## src/rtl/gate_test_pkg.sv

```systemverilog
// gate_test_pkg
//   Shared types and constants for the 2-input gate test sequencer.
//   - state_e   : sequencer FSM states
//   - VEC_ORDER : order in which {a,b} vectors are applied (element i = vector i)
//   - TT_*      : truth tables of common cells, bit index = {a,b}
package gate_test_pkg;

   typedef enum logic [1:0] {
      ST_IDLE   = 2'd0,
      ST_SETTLE = 2'd1,
      ST_SAMPLE = 2'd2,
      ST_DONE   = 2'd3
   } state_e;

   localparam logic [3:0][1:0] VEC_ORDER = {2'b11, 2'b10, 2'b01, 2'b00};

   localparam logic [3:0] TT_NOR  = 4'b0001;
   localparam logic [3:0] TT_NAND = 4'b0111;
   localparam logic [3:0] TT_AND  = 4'b1000;
   localparam logic [3:0] TT_OR   = 4'b1110;
   localparam logic [3:0] TT_XOR  = 4'b0110;

endpackage

```

## src/rtl/gate_settle_timer.sv

```systemverilog
// gate_settle_timer
//   Load / count-down settle counter. `load` presets the counter so that
//   `expired` is seen in the SETTLE_CYCLES-th cycle after the load edge.
//   Ports:
//     clk, rst_n : clock, synchronous active-low reset
//     load       : preset the counter (edge that enters SETTLE)
//     expired    : counter has reached zero
module gate_settle_timer #(
   parameter int SETTLE_CYCLES = 2
) (
   input  logic clk,
   input  logic rst_n,
   input  logic load,
   output logic expired
);

   localparam int         W        = $clog2(SETTLE_CYCLES + 1);
   localparam logic [W-1:0] LOAD_VAL = W'(SETTLE_CYCLES - 1);

   logic [W-1:0] cnt_q, cnt_d;

   always_comb begin
      cnt_d = cnt_q;
      if (load)
         cnt_d = LOAD_VAL;
      else if (cnt_q != '0)
         cnt_d = cnt_q - 1'b1;
   end

   always_ff @(posedge clk) begin
      if (!rst_n) cnt_q <= '0;
      else        cnt_q <= cnt_d;
   end

   assign expired = (cnt_q == '0);

endmodule

```

## src/rtl/gate_test_sequencer.sv

```systemverilog
// gate_test_sequencer
//   Drives all four {a,b} vectors onto a 2-input gate, waits SETTLE_CYCLES
//   per vector, samples y_in and compares it with a latched truth table.
//   Ports:
//     clk, rst_n   : clock, synchronous active-low reset
//     start        : begin a run (IDLE only)
//     abort        : cancel a run in SETTLE/SAMPLE
//     tt_expected  : expected truth table, bit index = {a,b}
//     y_in         : gate output under test
//     a_out, b_out : gate inputs
//     busy, done   : run in progress / one-cycle completion pulse
//     pass, fail_mask, err_count : results of the last run
module gate_test_sequencer #(
   parameter int SETTLE_CYCLES = 2
) (
   input  logic       clk,
   input  logic       rst_n,
   input  logic       start,
   input  logic       abort,
   input  logic [3:0] tt_expected,
   input  logic       y_in,
   output logic       a_out,
   output logic       b_out,
   output logic       busy,
   output logic       done,
   output logic       pass,
   output logic [3:0] fail_mask,
   output logic [2:0] err_count
);

   import gate_test_pkg::*;

   state_e     state_q, state_d;
   logic [1:0] idx_q, idx_d;
   logic [3:0] exp_q, exp_d;
   logic [3:0] fail_mask_q, fail_mask_d;
   logic [2:0] err_count_q, err_count_d;
   logic       a_q, a_d, b_q, b_d;
   logic       pass_q, pass_d;
   logic       busy_q, busy_d;
   logic       done_q, done_d;
   logic       tmr_load, tmr_expired;
   logic [1:0] vec;
   logic       miss;

   gate_settle_timer #(.SETTLE_CYCLES(SETTLE_CYCLES)) u_timer (
      .clk     (clk),
      .rst_n   (rst_n),
      .load    (tmr_load),
      .expired (tmr_expired)
   );

   always_comb begin
      state_d     = state_q;
      idx_d       = idx_q;
      exp_d       = exp_q;
      fail_mask_d = fail_mask_q;
      err_count_d = err_count_q;
      a_d         = a_q;
      b_d         = b_q;
      pass_d      = pass_q;
      tmr_load    = 1'b0;
      vec         = VEC_ORDER[idx_q];
      // Case inequality so an x/z output from the cell is a mismatch.
      miss        = (y_in !== exp_q[vec]);

      case (state_q)
         ST_IDLE: begin
            if (start) begin
               exp_d        = tt_expected;
               fail_mask_d  = '0;
               err_count_d  = '0;
               pass_d       = 1'b0;
               idx_d        = '0;
               {a_d, b_d}   = VEC_ORDER[0];
               tmr_load     = 1'b1;
               state_d      = ST_SETTLE;
            end
         end
         ST_SETTLE: begin
            if (abort) begin
               state_d    = ST_IDLE;
               {a_d, b_d} = 2'b00;
               pass_d     = 1'b0;
               idx_d      = '0;
            end else if (tmr_expired) begin
               state_d = ST_SAMPLE;
            end
         end
         ST_SAMPLE: begin
            // Abort wins: the sample taken this cycle is discarded.
            if (abort) begin
               state_d    = ST_IDLE;
               {a_d, b_d} = 2'b00;
               pass_d     = 1'b0;
               idx_d      = '0;
            end else begin
               if (miss) begin
                  fail_mask_d[vec] = 1'b1;
                  err_count_d      = err_count_q + 3'd1;
               end
               if (idx_q == 2'd3) begin
                  // pass uses the count including this last sample, so it is
                  // valid together with the done pulse.
                  pass_d  = (err_count_d == 3'd0);
                  state_d = ST_DONE;
               end else begin
                  idx_d      = idx_q + 2'd1;
                  {a_d, b_d} = VEC_ORDER[idx_q + 2'd1];
                  tmr_load   = 1'b1;
                  state_d    = ST_SETTLE;
               end
            end
         end
         ST_DONE: state_d = ST_IDLE;
         default: state_d = ST_IDLE;
      endcase

      // Status flags are registered copies of the next-state decode.
      busy_d = (state_d == ST_SETTLE) || (state_d == ST_SAMPLE);
      done_d = (state_d == ST_DONE);
   end

   always_ff @(posedge clk) begin
      if (!rst_n) begin
         state_q     <= ST_IDLE;
         idx_q       <= '0;
         exp_q       <= '0;
         fail_mask_q <= '0;
         err_count_q <= '0;
         a_q         <= 1'b0;
         b_q         <= 1'b0;
         pass_q      <= 1'b0;
         busy_q      <= 1'b0;
         done_q      <= 1'b0;
      end else begin
         state_q     <= state_d;
         idx_q       <= idx_d;
         exp_q       <= exp_d;
         fail_mask_q <= fail_mask_d;
         err_count_q <= err_count_d;
         a_q         <= a_d;
         b_q         <= b_d;
         pass_q      <= pass_d;
         busy_q      <= busy_d;
         done_q      <= done_d;
      end
   end

   assign a_out     = a_q;
   assign b_out     = b_q;
   assign busy      = busy_q;
   assign done      = done_q;
   assign pass      = pass_q;
   assign fail_mask = fail_mask_q;
   assign err_count = err_count_q;

endmodule

```

## config.mk

```make
export PLATFORM = sky130hd
export DESIGN_NAME = gate_test_sequencer
export DESIGN_NICKNAME = d
export VERILOG_FILES = /design/src/rtl/gate_test_pkg.sv /design/src/rtl/gate_settle_timer.sv /design/src/rtl/gate_test_sequencer.sv
export SDC_FILE = /design/constraint.sdc
export NUM_CORES = 1
export LEC_CHECK = 0
export BUFFER_PORTS_ARGS = -buffer_cell sky130_fd_sc_hd__buf_2
export CORE_MARGIN = 2
export CORE_UTILIZATION = 30
export DETAILED_ROUTE_END_ITERATION = 8
export PLACE_DENSITY = 0.55
export SYNTH_ARGS = -nofsm -noshare
export SYNTH_HDL_FRONTEND = slang
export SYNTH_SLANG_ARGS = --single-unit
```

## constraint.sdc

```tcl
create_clock -name clk -period 1.7 [get_ports clk]
set_input_delay 0.255 -clock clk [delete_from_list [all_inputs] [get_ports clk]]
set_output_delay 0.255 -clock clk [all_outputs]
set_load 0.02 [all_outputs]
```

* Yosys cells after proc, flatten, opt, wreduce, memory -nomap -nowiden
Index checks and enable logic that the tools add are counted.
Operators by class: bitwise operators 2, reductions and logical operators 15, add/sub/neg operators 3, mux-type cells 46, $lt $le $gt $ge 4, equal/unequal tests 14
Operator list (count):
- two-way mux 2 bit | 11
- two-way mux 1 bit | 15
- two-way mux 3 bit | 5
- two-way mux 4 bit | 3
- AND reduction 4 bit | 3
- == test 2 bit, second input constant | 5
- < comparator 2 x 3 -> 1 bit, second input constant | 3
- one-hot mux 1 bit (3 select lines) | 3
- binary-select mux 2 bit (select 2 bit) | 2
- != test 2 bit, second input constant | 4
- one-hot mux 2 bit (4 select lines) | 1
- one-hot mux 4 bit (2 select lines) | 1
- != test 3 bit, second input constant | 2
- one-hot mux 2 bit (3 select lines) | 1
- one-hot mux 3 bit (2 select lines) | 1
- nonzero test 2 bit | 3
- == test 2 x 1 -> 1 bit, second input constant | 2
- logical NOT 2 bit | 2
- OR 4 bit | 1
- adder 3 x 1 -> 3 bit, second input constant | 1
- logical NOT 3 bit | 1
- AND reduction 3 bit | 1
- nonzero test 3 bit | 1
- adder 2 x 1 -> 2 bit, second input constant | 1
- other kinds (11) | 11
Word-level totals: input port bits 9, word-level logic and storage cells 96, bits in registers 22

* Longest topological paths before layout
Gate-level depths: netlist (run 1).
depth in word-level cells 12, mapped depth 6, depth with buffers taken out 6

* By module
From an unflattened synthesis (run 1), not the netlist that was laid out.
Unflattened totals: cells, all modules 106, area, all modules 1029.7 µm²
By module, submodules not included:
- gate_test_sequencer | area each 915.9 µm², instances 1, cells an instance 95, sequential area each 360.3 µm²
- gate_settle_timer | area each 113.9 µm², instances 1, cells an instance 11, sequential area each 40.0 µm²

* Worst setup path after synthesis (run 1)
OpenSTA, ideal clock, no wires.
path kind reg2reg, start point register idx_q[0], end point register err_count_q[0] (netlist: err_count[0]), period minus slack after synthesis 1860 ps, cell stages (with the launch flop) 6, slack -160 ps, path buffers 1, library setup time 121 ps, arrival 1739 ps, cells stage by stage dfxtp_1 -> mux4_2 -> xor2_2 -> and2_4 -> buf_6 -> mux2_2
Between the ends: word-level cells in the longest chain between the ends 10
Ends and longest elaborated chain:
- start, declared | line gate_test_sequencer.sv:34 | logic [1:0] idx_q, idx_d;
- start signal, assigned | line gate_test_sequencer.sv:138 | idx_q <= idx_d;
- binary-select mux 2 bit (select 2 bit) | line gate_test_sequencer.sv:63 | vec = VEC_ORDER[idx_q];
- two-way mux 2 bit (not written as such) | line gate_test_sequencer.sv:63
- binary-select mux 1 bit (select 2 bit) | line gate_test_sequencer.sv:65 | miss = (y_in !== exp_q[vec]);
- two-way mux 1 bit (not written as such) | line gate_test_sequencer.sv:65
- case inequality test 1 bit | line gate_test_sequencer.sv:65
- two-way mux 3 bit | line gate_test_sequencer.sv:98 | if (miss) begin
- two-way mux 3 bit | line gate_test_sequencer.sv:92 | if (abort) begin
- two-way mux 3 bit | line gate_test_sequencer.sv:67 | case (state_q)
- two-way mux 3 bit | line gate_test_sequencer.sv:92
- one-hot mux 3 bit (2 select lines) | line gate_test_sequencer.sv:67
- end signal, assigned | line gate_test_sequencer.sv:141 | err_count_q <= err_count_d;
- end, declared | line gate_test_sequencer.sv:37 | logic [2:0] err_count_q, err_count_d;
Every way passes these cells. The select of a mux whose other input is x is not followed. A chain may end at the register's enable or synchronous reset.

* Final worst setup path (run 1)
Same ends and word-level chain as after synthesis.

==> summary.md, run 1 <==
| Metric | Value |
|---|---|
| Status | finished with violations |
| Violated checks | negative setup slack |
| Initial antenna violation count | 0 |
| Reg2Reg Launch Point | idx_q[0]$_SDFFE_PN0P_ |
| CTS clock-pin slew for the worst setup and hold paths | around 0.11 ns |
| Leakage | roughly 0.56 nW |
| Post-DRT Antenna Nets | 0 |
| Clk sinks | 20 |
| Core ar. | 3080 um2 |
| Switching pwr | 0.238 mW |
| Clk buf depth | 2 |
| Distinct cell type count after synthesis | 35 |
| Post-Synthesis Cells | 98 |
| Non-Filler Instances | 170 |
| Avg Cell Area, Syn | ~10 um2 |
| CTS hold repair buffers | 0 |
| Initial Util | between 30% and 40% |
| CP Launch Type | register |
| Via count | between 700 and 800 |
| RSZ-0062 raised after global routing | yes |
| Sequential power share | 53.5% |
| DR top layer | met4 |
| First-pass GRT wire length | approximately 3100 um |
| Layout cell share with drive strength beyond 1 | a little over a third |
| Final Cycle Share | 104% |
| CP arrival | a little under 2 ns |
| Combinational share of power | 17.3% |
| Slew headroom | 74.5% |
| Worst hold path depth | 3 |
| #FFs+latches synth | 20 |
| Die area | about 3700 um2 |
| Total Routing Usage GR | about 11% |
| Final wirelength | about 1800 um |
| Worst setup margin | -0.0639 ns |
| CP startpoint | idx_q[0]$_SDFFE_PN0P_ |
| FF-to-FF setup slack | -0.06 ns |
| Max_cap viols | 0 |
| Htree depth | 1 |
| CTS tree | yes |
| Fill cells | between 300 and 400 |
| Worst slew pin tran | approximately 0.38 ns |
| Synthesis-to-finish area growth | 26.6% |
| Fmax | around 570 MHz |
| I/O pin count | 21 |
| Minimum clock period after layout | 1.76 ns |
| Reg2reg end | err_count[0]$_SDFFE_PN0P_ |
| Hold Path End | exp_q[0]$_SDFFE_PN0P_ |
| DRT iter0 DRCs | 21 |
| Ys Warns | 0 |
| DR pass1 iterations | 3 |
| Grt ovf | 0 |
| DP Area | 1150 um2 |
| Mapped cell area | around 970 um2 |
| Final HPWL DP | 1460 um |
| Vias in the first global route | just over 700 |
| Diode count | 0 |
| HP Start | tt_expected[0] |
| # DRC | 0 |
| Sw frac | ~25% |
| Cell row count | 20 |
| # setup viols final | 3 |
| Metal3 WL | between 100 and 150 um |
| Wl on met1 | around 870 um |
| Die W | between 60 and 70 um |
| Net count after synthesis | between 100 and 150 |
| Port bufs | 20 |
| Die Ht | approximately 60 um |
| Final Max Tran Viols | 0 |
| P_int | between 0.6 and 0.7 mW |
| VDD IR max | around 0.36 mV |
| Worst skew pair latency | around 0.30 ns |
| Clk pwr share | around 30% |
| CP Data Required Time | between 1.5 and 2 ns |
| CTS Buf Count | 3 |
| Root Driver | clkbuf_4 |
| Power per standard cell area | 760 nW/um2 |
| Met2 WL | 826 um |
| Placer Congestion | approximately 0.76 |
| Crit path capture type | register |
| Placed Cells incl. Taps | ~170 |
| Drt via density | approximately 4.4 |
| Hold violation count in the final report | 0 |
| Setup CP Type | register to register |
| Largest net degree at the start of global routing | 18 |
| Fin nets | 143 |
| Share of the yosys chip area belonging to registers | roughly two fifths |
| Reg2reg path depth | 5 |
| Fin area | roughly 1200 um2 |
| Hold WC Path Type | input port to register |
| Crit Path Max Fanout | 6 |
| Clock skew | 0.00775 ns |
| WL per Instance | roughly 11 um |
per-layer routing:
| layer | track usage, % | vias to the layer above |
|---|---|---|
| met1 | 13.7 | 341 |
| met2 | 19.2 | 15 |
| met4 | 2.80 | 0 |
| li1 | - | 398 |
| met5 | 0 | - |
| met3 | 4.69 | 2 |
cell usage after synthesis:
cell type	n	area (um2)
dfxtp_1	20	400
nor2b_1	8	50.1
ha_1	7	87.6
inv_1	7	26.3
nand2_1	5	18.8
o21ai_0	5	25.0
a22o_2	4	40.0
and2_1	4	25.0
mux2i_1	4	40.0
nor2_1	4	15.0
a21o_1	2	15.0
a21oi_1	2	10.0
nand2b_1	2	12.5
or3_1	2	12.5
xnor2_1	2	17.5
a21boi_1	1	7.51
a22o_1	1	8.76
a22oi_1	1	7.51
a31oi_1	1	6.26
and2_4	1	8.76
and3_2	1	7.51
buf_1	1	3.75
buf_6	1	11.3
mux2_2	1	11.3
mux4_2	1	22.5
nand3_1	1	5.00
nand3b_1	1	7.51
nand4_1	1	6.26
nor3_1	1	5.00
o211a_1	1	10.0
o211ai_1	1	7.51
o31a_1	1	8.76
o31ai_1	1	7.51
o41ai_1	1	8.76
xor2_2	1	16.3
logic make-up after synthesis:
kind of cell / share of synthesized area [%]
and+or+nand+nor: 17.9
AOI/OAI and AO/OA: 16.7
DFF: 41.1
buffers and inverters: 4.24
adders and majority gates: 9.00
muxes: 7.58
xor gates and xnor gates: 3.47
layout make-up:
cell class                 count  area [um2]  area share, %
sequential                    20         404           32.8
tap                           44        55.1           4.47
multi-input combinational     69         566           45.9
timing repair buffer          26         145           11.8
clock buffer                   4        36.3           2.94
inverter                       7        26.3           2.13
worst max path at each step:
| stage | end | slack, ns | cells after the start |
|---|---|---|---|
| after floorplan | err_count[0]$_SDFFE_PN0P_ | -0.01 | 5 |
| after global placement | err_count[2]$_SDFFE_PN0P_ | 0.008 | 5 |
| after detailed placement | err_count[2]$_SDFFE_PN0P_ | -0.03 | 5 |
| after CTS | err_count[2]$_SDFFE_PN0P_ | -0.03 | 5 |
| after global routing | err_count[2]$_SDFFE_PN0P_ | -0.12 | 5 |
| final | err_count[0]$_SDFFE_PN0P_ | -0.06 | 5 |
layout by cell type, fill, tap and decap left out, types with 2 or more instances in the layout:
cell type and count:
a21o_1 2, a21oi_1 2, a22o_2 4, and2_1 4, buf_2 20, buf_4 6
clkbuf_4 3, dfxtp_1 19, ha_1 7, inv_1 7, mux2i_1 4, nand2_1 4
nand2b_1 2, nor2_1 4, nor2b_1 8, o21ai_0 5, xnor2_1 2
sequential cells by signal, indices dropped and copies added (netlist names):
| register | count |
|---|---|
| busy | 1 |
| pass | 1 |
| u_timer.cnt_q | 2 |
| fail_mask | 4 |
| state_q | 2 |
| done | 1 |
| idx_q | 2 |
| err_count | 3 |
| exp_q | 4 |
worst max-delay path: stages (launching register included):
cell and delay [ns]:
dfxtp_4 0.37, mux4_2 0.55, xor2_4 0.20, buf_4 0.14, and2_4 0.15, mux2_4 0.26
through the flow:
stage	util (%)	total power [mW]	hold slack, ns	TNS (ns)	setup WS [ns]
floorplan	-	0.614	0.383	-0.0180	-0.00954
global placement	37.5	0.660	0.461	0	0.00772
detailed placement	37.5	0.664	0.468	-0.0296	-0.0296
CTS	39.1	0.949	0.200	-0.0317	-0.0317
global route	40.0	1.00	0.219	-0.448	-0.120
finish	40.0	0.937	0.208	-0.116	-0.0639
timing repair:
action / in CTS / in global routing
resized for setup: 2 / 4
endpoints found under the setup margin: 2 / 3
cloned: 0 / 0
setup buffers: 0 / 1
power by group through the flow:
stage | Sequential (mW) | Combinational, mW | Clock [mW]
after CTS | 0.502 | 0.157 | 0.290
final | 0.501 | 0.163 | 0.273
after global routing | 0.505 | 0.183 | 0.313
after detailed placement | 0.512 | 0.152 | 0
after floorplan | 0.515 | 0.0986 | 0
after global placement | 0.512 | 0.148 | 0
Note: power is estimated with default switching activity, not from simulation.
==> run 2, diff against run 1 <==
--- a/config.mk
+++ b/config.mk
@@ -5,9 +5,11 @@
 export SDC_FILE = /design/constraint.sdc
 export NUM_CORES = 1
 export LEC_CHECK = 0
+export ABC_AREA = 1
 export BUFFER_PORTS_ARGS = -buffer_cell sky130_fd_sc_hd__buf_2
 export CORE_MARGIN = 2
 export CORE_UTILIZATION = 30
+export CTS_BUF_LIST = sky130_fd_sc_hd__clkbuf_8
 export DETAILED_ROUTE_END_ITERATION = 8
 export PLACE_DENSITY = 0.55
 export SYNTH_ARGS = -nofsm -noshare
==> run 2 against run 1 <==
The flow now finishes without violations. Register-to-register slack improved by 0.34 ns. Combinational power grew 7%. Core utilization is 1.9 points lower. Critical path depth rose by 3. Synthesized cell count up 40%. Sequential cell count stayed put. First-iteration DRC count increased by 71%. Synthesized area is 6.2% higher. Non-clock buffer count decreased by 5. Critical path type unchanged. Largest cell class unchanged.
==> summary.md, run 2 <==
| Metric | Value |
|---|---|
| Grt ovf | 0 |
| Distinct cell type count after synthesis | 22 |
| DR pass1 iterations | 4 |
| Clk pwr share | between 40 and 50% |
| Max_cap viols | 0 |
| Adder-cell area share of the yosys netlist | between 8 and 9% |
| FFs w/ async S/R, synth | 0% |
| Die W | about 63 um |
| Post-synth top area share | 38.7% |
| Core ar. | approximately 3300 um2 |
| Post-synthesis xor/xnor area fraction | between 1.5 and 2% |
| Cell row count | 21 |
| Die area | ~4000 um2 |
| Layout cell share with drive strength beyond 1 | 24.2% |
| Net count after synthesis | about 150 |
| Post-DRT Antenna Nets | 0 |
| Commonest cells after routing, fill and taps aside | nand2_1, dfxtp_1, buf_2 |
| CTS tree | yes |
| Minimum clock period after layout | between 1 and 1.5 ns |
| Vias in the first global route | ~830 |
| Mux cell area share after synthesis | 0% |
| Most common cell after layout, fill and taps aside | nand2_1 |
| Avg Cell Area, Syn | between 7 and 8 um2 |
| Switching pwr | around 0.29 mW |
| Combinational share of power | about 15% |
| Setup bufs post-CTS | 0 |
| Ys flop type | dfxtp_1 |
| Clk sinks | 20 |
| Htree depth | 1 |
| First-pass GRT wire length | 3620 um |
| Worst slew pin tran | 0.300 ns |
| Total Routing Usage GR | 11.2% |
| Leakage | between 0.6 and 0.7 nW |
| Clk buf depth | 2 |
| Count leader, synth | nand2_1 |
| Die Ht | between 60 and 70 um |
| VDD IR max | slightly below 0.4 mV |
| DP Area | 1190 um2 |
| Slew headroom | 79.5% |
| RSZ-0062 raised after global routing | no |
| DRT iter0 DRCs | 36 |
| Final HPWL DP | between 1500 and 2000 um |
| Ys Warns | 0 |
| Synthesis-to-finish area growth | 22.2% |
| Largest net degree at the start of global routing | 13 |
| Status | complete, no violations |
| Crit Path Max Fanout | 6 |
| CP Launch Type | register |
| Worst-path cell chain | ha_1 -> inv_1 -> nor2_1 -> inv_1 -> nand2_1 -> ha_1 -> nand2_1 -> inv_1 |
| Placer Congestion | about 0.74 |
| P_int | just under 0.9 mW |
| # setup viols final | 0 |
| Post-CTS Resized | 0 |
| CP arrival | 1.59 ns |
| Sequential power share | a little over two fifths |
| Fmax | 703 MHz |
| Initial Util | a little under a third |
| WL per Instance | ~9.9 um |
| Hold WC Path Type | input port to register |
| Drt via density | approximately 4.4 |
| Largest area contributor in the netlist | dfxtp_1 |
| Via count | between 900 and 1000 |
| Most used cell, CP | inv_1 |
| Crit path capture type | register |
| CTS Buf Count | 3 |
| Compound-Gate Fraction of Synth Area | between 10% and 20% |
| Share of the yosys chip area belonging to registers | about two fifths |
| I/O pin count | 21 |
| Final Cycle Share | 83.7% |
| Slowest CP cell | dfxtp_1 |
| Power per standard cell area | between 900 and 1000 nW/um2 |
| Worst skew pair latency | approximately 0.26 ns |
| Commonest cells post-synth | nand2_1, dfxtp_1, inv_1 |
| Fin Setup TNS | 0 ns |
| Clock skew | 0.00924 ns |
| Mapped cell area | just over 1000 um2 |
| Root Driver | clkbuf_8 |
| CTS clock-pin slew for the worst setup and hold paths | 0.08 ns |
| CP Data Required Time | 1.87 ns |
| Non-Filler Instances | between 200 and 250 |
| Fin area | ~1300 um2 |
| Main area contributors after synthesis | dfxtp_1, nand2_1, ha_1 |
| Largest family of logic cells by synthesized area | simple AND/OR/NAND/NOR gates |
| Hold violation count in the final report | 0 |
| #FFs+latches synth | 20 |
| EDFF count, synth | 0 |
| Post-Synth Simple-Gate Area | a little under a third |
| Fill cells | around 380 |
| Diode count | 0 |
| Sw frac | about a quarter |
| Largest stage delay, worst path | about 0.5 ns |
| Initial antenna violation count | 0 |
| Post-Synthesis Cells | 137 |
| CTS hold repair buffers | 0 |
| Port bufs | 20 |
| Placed Cells incl. Taps | a little over 200 |
| # DRC | 0 |
| Final wirelength | between 2000 and 2500 um |
| Setup CP Type | register to register |
| Fin nets | 178 |
| Final Max Tran Viols | 0 |
-- run 2: per-layer routing --
metal	vias to the layer above	routed length (um)	GRT usage, %
li1	485	-	-
met1	408	1020	15.2
met2	17	960	18.4
met3	0	70	2.34
met4	0	0	2.50
met5	-	0	0
-- run 2: area by class of cell --
cell class / instances / area [um2] / area share, %
Multi-Input combinational cell: 93 / 539 / 42.7
Sequential cell: 20 / 400 / 31.7
Timing Repair Buffer: 21 / 108 / 8.52
Inverter: 23 / 86.3 / 6.84
Tap cell: 46 / 57.6 / 4.56
Clock buffer: 3 / 41.3 / 3.27
Clock inverter: 1 / 30.0 / 2.38
-- run 2: worst paths after layout --
check | start | slack [ns] | end | cells after the start
setup / recovery | idx_q[1]$_SDFFE_PN0P_ | 0.28 | busy$_SDFF_PN0_ | 8
hold / removal | tt_expected[3] | 0.24 | exp_q[3]$_SDFFE_PN0P_ | 3
setup reg to reg | idx_q[1]$_SDFFE_PN0P_ | 0.28 | busy$_SDFF_PN0_ | 8
hold reg to reg | fail_mask[3]$_SDFFE_PN0P_ | 0.45 | fail_mask[3]$_SDFFE_PN0P_ | 2
-- run 2: logic make-up after synthesis --
group           after synthesis
compound gates               21
simple gates                 63
fa+ha+maj                     7
flops                        20
buf+inv                      24
xor+xnor                      2
-- run 2: power groups by stage --
stage / sequential, mW / clock (mW) / combinational, mW
after global routing: 0.514 / 0.515 / 0.202
after CTS: 0.511 / 0.490 / 0.179
after global placement: 0.521 / 0 / 0.174
after floorplan: 0.526 / 0 / 0.125
after detailed placement: 0.522 / 0 / 0.179
final: 0.511 / 0.476 / 0.175
-- run 2: worst max-delay path: cells and delay by family (launching register included) --
family                   cells  cell delay, ns
adder cells (fa/ha/maj)      2            0.47
buffers and inverters        3            0.16
flip-flops                   1            0.50
AND/OR/NAND/NOR              3            0.21
-- run 2: stage by stage --
step	total power [mW]	worst slack [ns]	hold slack, ns	utilization, %
final	1.16	0.277	0.237	38.1
after global routing	1.23	0.164	0.249	38.1
after CTS	1.18	0.278	0.238	38.1
after detailed placement	0.700	0.291	0.439	36.0
after global placement	0.695	0.324	0.436	36.0
after floorplan	0.652	0.253	0.422	-
==> run 3, diff against run 2 <==
--- a/config.mk
+++ b/config.mk
@@ -5,7 +5,7 @@
 export SDC_FILE = /design/constraint.sdc
 export NUM_CORES = 1
 export LEC_CHECK = 0
-export ABC_AREA = 1
+export ABC_AREA = 0
 export BUFFER_PORTS_ARGS = -buffer_cell sky130_fd_sc_hd__buf_2
 export CORE_MARGIN = 2
 export CORE_UTILIZATION = 30
==> constraint.sdc (replaced) <==
create_clock -name clk -period 1.2 [get_ports clk]
set_input_delay 0.18 -clock clk [delete_from_list [all_inputs] [get_ports clk]]
set_output_delay 0.18 -clock clk [all_outputs]
set_load 0.02 [all_outputs]
==> run 3 against run 2 <==
The run now ends with negative setup slack left. Critical endpoint is now pass$_SDFFE_PN0P_. Hold slack got worse by 0.058 ns. Clock skew decreased by 0.0078 ns. Clock power increased by 7.4%. Sequential share of layout area decreased by 4.3 points. Core utilization increased by 10 points. Worst setup slack got worse by 0.79 ns. Via count decreased by 4.8%. Routed wire length increased by 8.3%. First-iteration DRC count decreased by 44%. Total power increased by 35%. Die area decreased by 5.5%.
==> summary.md, run 3 (synthesis results as in run 1) <==
| Metric | Value |
|---|---|
| Initial Util | a little under a third |
| Crit path capture type | register |
| Clk sinks | 20 |
| Htree depth | 1 |
| Initial antenna violation count | 0 |
| Total Routing Usage GR | 12.7% |
| Final Cycle Share | 143% |
| Register area | approximately 400 um2 |
| Worst skew pair latency | roughly 0.26 ns |
| Drt via density | around 4.6 |
| Footprint of the multi-input gates | approximately 650 um2 |
| Final hold slack | between 0.15 and 0.2 ns |
| Fill cells | around 280 |
| Most common cell after layout, fill and taps aside | buf_2 |
| Fmax | 583 MHz |
| Worst setup margin | -0.515 ns |
| CTS clock-pin slew for the worst setup and hold paths | 0.07 ns |
| Synthesis-to-finish area growth | 53.7% |
| Util after Layout | just under 50% |
| Hold violation count in the final report | 0 |
| Cell row count | 20 |
| Largest net degree at the start of global routing | 12 |
| I/O pin count | 21 |
| Final wirelength | between 2000 and 2500 um |
| Post-DRT Antenna Nets | 0 |
| Violated checks | negative setup slack |
| Setup CP Type | register to register |
| Final Max Tran Viols | 0 |
| Port bufs | 20 |
| CTS hold repair buffers | 0 |
| # setup viols final | 17 |
| Leakage | slightly below 0.7 nW |
| DP Area | ~1300 um2 |
| CTS Buf Count | 3 |
| Worst path buffer plus inverter count | 1 |
| CP Data Required Time | roughly 1.4 ns |
| Worst-path cell chain | mux4_2 -> xor2_4 -> buf_4 -> nor3_2 -> a31oi_1 -> o31ai_1 |
| VDD IR max | around 0.45 mV |
| Die W | about 61 um |
| Crit Path Max Fanout | 5 |
| # DRC | 0 |
| Placer Congestion | between 0.7 and 0.8 |
| Clock skew | ~0.0014 ns |
| Fin area | around 1500 um2 |
| Slew headroom | 81.0% |
| CP arrival | between 1.5 and 2 ns |
| Max_cap viols | 0 |
| Minimum clock period after layout | between 1.5 and 2 ns |
| CTS tree | yes |
| Fin Setup TNS | -4.49 ns |
| RSZ-0062 raised after global routing | yes |
| DR pass1 iterations | 4 |
| Power per standard cell area | ~1000 nW/um2 |
| WL per Instance | ~12 um |
| Core ar. | about 3000 um2 |
| Grt ovf | 0 |
| CP Launch Type | register |
| Status | finished with violations |
| Layout cell share with drive strength beyond 1 | a little over half |
| Root Driver | clkbuf_8 |
| Final HPWL DP | 1680 um |
| Vias in the first global route | approximately 840 |
| Slowest CP cell | mux4_2 |
| Die Ht | about 61 um |
| Die area | 3720 um2 |
| Crit-path leading delay family | multiplexers |
| Diode count | 0 |
| DRT iter0 DRCs | 20 |
| Worst slew pin tran | approximately 0.28 ns |
| Via count | between 800 and 900 |
| Design Power | 1.57 mW |
| Clk buf depth | 2 |
| Fin nets | 160 |
| Largest stage delay, worst path | between 0.5 and 0.6 ns |
| Hold WC Path Type | input port to register |
| Commonest cells after routing, fill and taps aside | buf_2, buf_4, dfxtp_1 |
| First-pass GRT wire length | ~3500 um |
run 3: cell count changes in the layout (fill, tap and decap cells not counted), moves of 5 or more:
cell | before | now
nand3_1 | 13 | 1
nand2_1 | 25 | 4
buf_6 | 0 | 6
nor2b_1 | 0 | 6
dfxtp_1 | 20 | 14
nor2_1 | 14 | 2
buf_4 | 1 | 18
inv_1 | 18 | 4
a21oi_1 | 11 | 1
dfxtp_2 | 0 | 5
run 3: worst paths after layout:
path,startpoint,to,slack [ns],cells past startpoint
max,idx_q[0]$_SDFFE_PN0P_,pass$_SDFFE_PN0P_,-0.52,6
min,tt_expected[0],exp_q[0]$_SDFFE_PN0P_,0.18,3
max reg2reg,idx_q[0]$_SDFFE_PN0P_,pass$_SDFFE_PN0P_,-0.52,6
min reg2reg,fail_mask[1]$_SDFFE_PN0P_,fail_mask[1]$_SDFFE_PN0P_,0.48,1
run 3: layer usage:
layer	share of wire, %	global-route usage (%)	vias up
met5	0	0	-
met4	0.94	2.80	0
met3	5.8	3.84	3
met2	49	21.5	23
met1	44	15.8	407
li1	-	-	433
run 3: area by class of cell:
cell class | count | area share, %
Clock buffer | 4 | 3.68
Inverter | 7 | 1.76
Multi-Input combinational cell | 69 | 43.6
Sequential cell | 20 | 27.4
Tap cell | 44 | 3.68
Timing Repair Buffer | 43 | 19.9
run 3: timing repair:
action / CTS / global route
buffers inserted: 1 / 3
pin swaps: 7 / 6
gates resized for setup: 15 / 19
setup endpoints to repair: 18 / 18
run 3: through the flow:
step,cells,worst slack (ns)
finish,187,-0.515
global route,187,-0.572
CTS,184,-0.502
detailed placement,179,-0.537
global placement,179,-0.482
floorplan,98,-0.509
run 3: worst register-to-register path: cells and delay by family (launching register included):
| family | cells | cell delay (ns) |
|---|---|---|
| compound gates | 2 | 0.30 |
| xor+xnor | 1 | 0.19 |
| buf+inv | 1 | 0.14 |
| flops | 1 | 0.35 |
| mux | 1 | 0.55 |
| simple gates | 1 | 0.10 |
run 3: power breakdown:
group | switching, mW | internal, mW
sequential | 0.0196 | 0.696
combinational | 0.157 | 0.183
clock | 0.218 | 0.292
